$ cat config.mk
export PLATFORM = sky130hd
export DESIGN_NAME = demux_1x4_tdm
export DESIGN_NICKNAME = d
export VERILOG_FILES = /design/src/rtl/demux_1x4_tdm.sv
export SDC_FILE = /design/constraint.sdc
export NUM_CORES = 1
export LEC_CHECK = 0
export BUFFER_PORTS_ARGS = -buffer_cell sky130_fd_sc_hd__clkbuf_2
export CORE_AREA = 2 2 39 41
export DETAILED_ROUTE_END_ITERATION = 12
export DIE_AREA = 0 0 41 43
export GPL_TIMING_DRIVEN = 0
export PLACE_DENSITY = 0.67
export SKIP_CTS_REPAIR_TIMING = 1
export SYNTH_ARGS = -nofsm -noshare
export SYNTH_HDL_FRONTEND = slang
export SYNTH_SLANG_ARGS = --single-unit
$ cat constraint.sdc
create_clock -name clk -period 2.7 [get_ports clk]
set_input_delay 0.405 -clock clk [delete_from_list [all_inputs] [get_ports clk]]
set_output_delay 0.405 -clock clk [all_outputs]
set_load 0.02 [all_outputs]
$ cat src/rtl/demux_1x4_tdm.sv
`default_nettype none
// ============================================================================
// Module   : demux_1x4_tdm
// Brief    : Frame-locked 1-to-4 TDM demultiplexer with sync hunting and
//            atomic update of the four channel outputs.
// Revision : 1.0 - initial release
// ============================================================================
module demux_1x4_tdm #(
    parameter int W = 1
) (
    input  logic         clk,
    input  logic         rst_n,
    input  logic [W-1:0] din,
    input  logic         din_valid,
    input  logic         sync,
    output logic [W-1:0] a,
    output logic [W-1:0] b,
    output logic [W-1:0] c,
    output logic [W-1:0] d,
    output logic         frame_valid,
    output logic         sync_err,
    output logic         locked
);

    localparam logic [0:0] c_HUNT   = 1'b0;
    localparam logic [0:0] c_LOCKED = 1'b1;

    logic [0:0]         r_state;
    logic [0:0]         w_state_nxt;
    logic [1:0]         r_slot;
    logic [1:0]         w_slot_nxt;
    logic [2:0][W-1:0]  r_shadow;
    logic [2:0][W-1:0]  w_shadow_nxt;
    logic               w_load;
    logic               w_err;
    logic [W-1:0]       r_a;
    logic [W-1:0]       r_b;
    logic [W-1:0]       r_c;
    logic [W-1:0]       r_d;
    logic               r_frame_valid;
    logic               r_sync_err;
    logic               r_locked;

    // Any beat carrying sync restarts a frame at slot 0; only off-slot syncs are errors.
    always_comb begin
        w_state_nxt  = r_state;
        w_slot_nxt   = r_slot;
        w_shadow_nxt = r_shadow;
        w_load       = 1'b0;
        w_err        = 1'b0;
        if (din_valid) begin
            case (r_state)
                c_HUNT: begin
                    if (sync) begin
                        w_shadow_nxt[0] = din;
                        w_slot_nxt      = 2'd1;
                        w_state_nxt     = c_LOCKED;
                    end
                end
                default: begin
                    if (sync) begin
                        w_err           = (r_slot != 2'd0);
                        w_shadow_nxt[0] = din;
                        w_slot_nxt      = 2'd1;
                    end else if (r_slot == 2'd0) begin
                        w_err       = 1'b1;
                        w_state_nxt = c_HUNT;
                    end else if (r_slot == 2'd3) begin
                        w_load     = 1'b1;
                        w_slot_nxt = 2'd0;
                    end else begin
                        if (r_slot == 2'd1) begin
                            w_shadow_nxt[1] = din;
                        end else begin
                            w_shadow_nxt[2] = din;
                        end
                        w_slot_nxt = r_slot + 2'd1;
                    end
                end
            endcase
        end
    end

    always_ff @(posedge clk or negedge rst_n) begin
        if (!rst_n) begin
            r_state       <= c_HUNT;
            r_slot        <= 2'd0;
            r_shadow      <= '0;
            r_a           <= '0;
            r_b           <= '0;
            r_c           <= '0;
            r_d           <= '0;
            r_frame_valid <= 1'b0;
            r_sync_err    <= 1'b0;
            r_locked      <= 1'b0;
        end else begin
            r_state       <= w_state_nxt;
            r_slot        <= w_slot_nxt;
            r_shadow      <= w_shadow_nxt;
            r_frame_valid <= w_load;
            r_sync_err    <= w_err;
            r_locked      <= (w_state_nxt == c_LOCKED);
            if (w_load) begin
                r_a <= r_shadow[0];
                r_b <= r_shadow[1];
                r_c <= r_shadow[2];
                r_d <= din;
            end
        end
    end

    assign a           = r_a;
    assign b           = r_b;
    assign c           = r_c;
    assign d           = r_d;
    assign frame_valid = r_frame_valid;
    assign sync_err    = r_sync_err;
    assign locked      = r_locked;

endmodule
`default_nettype wire

==> impl_metrics.csv <==
group,metric,value,unit
run_status,status,"finished clean",
logic_synthesis,synth_edf_count,0,
placed_design,place_congestion,0.6756,
cells_and_area,fin_nets,72,
die,die_h,43,um
logic_synthesis,ys.flop_type,"dfrtp_1",
setup_path,cp_slowest_cell,"dfrtp_1",
logic_synthesis,async_reset_ff_frac,1.000,
routing,ant_nets,0,
setup_path,worstPathArrival,1.65,ns
clock_tree,htreeDepth,1,
routing,dr.pass1.iters,4,
pwr,ir_drop,0.4231,mV
setup_path,start_kind,"flip-flop",
timing,slew_violations,0,
placed_design,hpwl,669.7,um
setup_path,path_delay_family,"flip-flops",
logic_synthesis,syn_area_per_cell,12.84,um^2
clock_tree,cts_tree,"built",
global_routing,grt_pass1_vias,357,
pwr,power_density,1086,nW/um^2
routing,first_iter_violations,5,
clock_tree,cts-root-buf,"clkbuf_4",
die,pin_count,12,
cells_and_area,design_area,701.9,um^2
timing,setup_viol,0,
setup_path,crit_type,"reg -> reg",
timing,hold_viol_final,0,
cells_and_area,diodes,0,
die,core_area,1384,um^2
logic_synthesis,ys_seq_area_frac,0.5085,
cells_and_area,drive_gt1_frac,0.4098,
flow_run,cap_violations,0,
logic_synthesis,yosysMostFrequentCell,"dfrtp_1",
logic_synthesis,ys_warn_count,0,
clock_tree,clockBufferDepth,2,
logic_synthesis,synth_area_leader_cell,"dfrtp_1",
routing,met3_length,49,um
logic_synthesis,syn_area,590.6,um^2
routing,wl_per_cell,11.31,um
setup_path,r2r_start,"r_slot[0]",
die,die_width,41,um
global_routing,track_usage,0.1227,
clock_tree,clkTransAtPathRegs,0.07,ns
routing,drcViolationCount,0,
timing,finalSetupTns,0,ns
clock_tree,clk-insertion-delay-late,0.26,ns
clock_tree,clock_sinks,12,
setup_path,crit_path_frequent_cell,"ha_1",
routing,topRoutingLayerUsed,"met4",
setup_path,endpoint_kind,"flip-flop",
worst_hold_path,hold_class,"in -> async",
die,dieArea,1763,um^2
die,initial_core_util,0.4268,
cells_and_area,syn_to_final_growth,18.86,%
timing,period_share,0.5456,
setup_path,critPathBufInv,1,
setup_path,critPathLaunch,"r_slot[0]",
routing,wl_met1,405,um
timing,clock_skew,0.002013,ns
routing,met2_wirelength,411,um
logic_synthesis,synth_nets,56,
setup_path,cp_cell_sequence,"inv_1 > ha_1 > ha_1 > nor2b_1 > a31oi_1 > o22ai_1",
timing,tightest_slew,0.2947,ns
global_routing,overflow,0,
routing,via_count,382,
cells_and_area,nFillCells,135,
routing,routed_wirelength,871,um
timing,period_needed,1.473,ns
clock_tree,numCtsBuffers,3,
placed_design,dpl_cell_area,665.6,um^2
global_routing,grt_max_degree,13,
logic_synthesis,yosys-top-cells-count,"dfrtp_1 (12), ha_1 (5), mux2_4 (5), inv_1 (4), nand2_1 (3)",
routing,vias_per_cell,4.961,
timing,slew-limit-headroom,0.8035,
pwr,power_leakage,0.3800,nW
logic_synthesis,synth_seq_cells,12,
setup_path,cp_max_fo,6,
global_routing,antenna_found_initial,0,
logic_synthesis,synth_top_area_frac,0.5085,
logic_synthesis,synthTopCellsByArea,"dfrtp_1 (51%), mux2_4 (13%), ha_1 (11%)",
logic_synthesis,syn_inst,46,
setup_path,worst_ep_required_time,2.88,ns
logic_synthesis,yosysUniqueCellTypes,19,
timing,fmax,678.9,MHz
die,rows,14,
setup_path,critPathMaxStageDelay,0.44,ns
placed_design,io_buffers,11,
timing,rsz0062_at_grt,"no",
global_routing,grt_pass1_wl,1455,um
-- report_power, final --
part / internal (mW) / switching, mW
registers: 0.253 / 0.0550
logic: 0.156 / 0.162
clock network: 0.0817 / 0.0548
total: 0.490 / 0.272
-- per-stage QoR --
step	hold WS [ns]	std cells	utilization	total power, mW	worst slack (ns)
2_1_floorplan	0.1094	46	-	0.5454	1.393
3_3_place_gp	0.3027	73	0.4810	0.6227	1.264
3_5_place_dp	0.3076	73	0.4810	0.6347	1.232
4_1_cts	0.01769	77	0.5072	0.7766	1.208
5_1_grt	0.01691	77	0.5072	0.8329	1.066
6_report	0.01166	77	0.5072	0.7623	1.227
-- flip-flops by register name, indices dropped and copies added, names as in the netlist --
register and count:
a 1, b 1, c 1, d 1
frame_valid 1, locked 1, r_shadow 3, r_slot 2
sync_err 1
-- final timing paths --
kind / cells after the start / slack [ns] / end
min in group clk: 2 / 0.40 / r_slot[1]
max reg2reg: 6 / 1.23 / r_slot[1]
max in group asynchronous: 1 / 2.46 / sync_err
min reg2reg: 1 / 0.51 / a
max: 6 / 1.23 / r_slot[1]
min: 1 / 0.01 / b
-- layout by cell type (no fill, tap or decap) --
master,n
dfrtp_1,12
o21ai_0,1
clkbuf_2,11
nor3_1,1
nand4b_1,1
nand3_2,1
inv_1,4
mux2_4,5
nor2b_1,1
and3b_4,1
mux2_2,1
mux2_1,1
clkbuf_8,1
ha_1,5
a21oi_1,2
nand2_1,3
nor2_1,2
nand2_4,1
and2b_2,1
clkbuf_4,3
a31oi_1,2
o22ai_1,1
-- layout make-up --
cell class	instances	area, um^2	share of cell area
Clock buffer	4	36.28	0.05169
Inverter	4	15.01	0.02139
Multi-Input combinational cell	30	275.3	0.3922
Sequential cell	12	300.3	0.4278
Tap cell	16	20.02	0.02852
Timing Repair Buffer	11	55.05	0.07843
-- routing by layer --
metal	vias up	GRT usage
met4	0	0.06000
li1	187	-
met1	182	0.1728
met2	11	0.1594
met3	2	0.04712
met5	-	0
-- cells by family after synthesis --
logic type | after synthesis | synth area share
AOI/OAI and AO/OA | 6 | 0.05720
adders and majority gates | 5 | 0.1059
buffers and inverters | 4 | 0.02542
DFF | 12 | 0.5085
muxes | 7 | 0.1652
and+or+nand+nor | 12 | 0.1377
-- worst register-to-register path, stage by stage, from the launching register on --
cell and delay [ns]:
dfrtp_1 0.44, inv_1 0.09, ha_1 0.21, ha_1 0.21, nor2b_1 0.20, a31oi_1 0.11, o22ai_1 0.15
No activity file was read; power rests on OpenSTA's default activity.
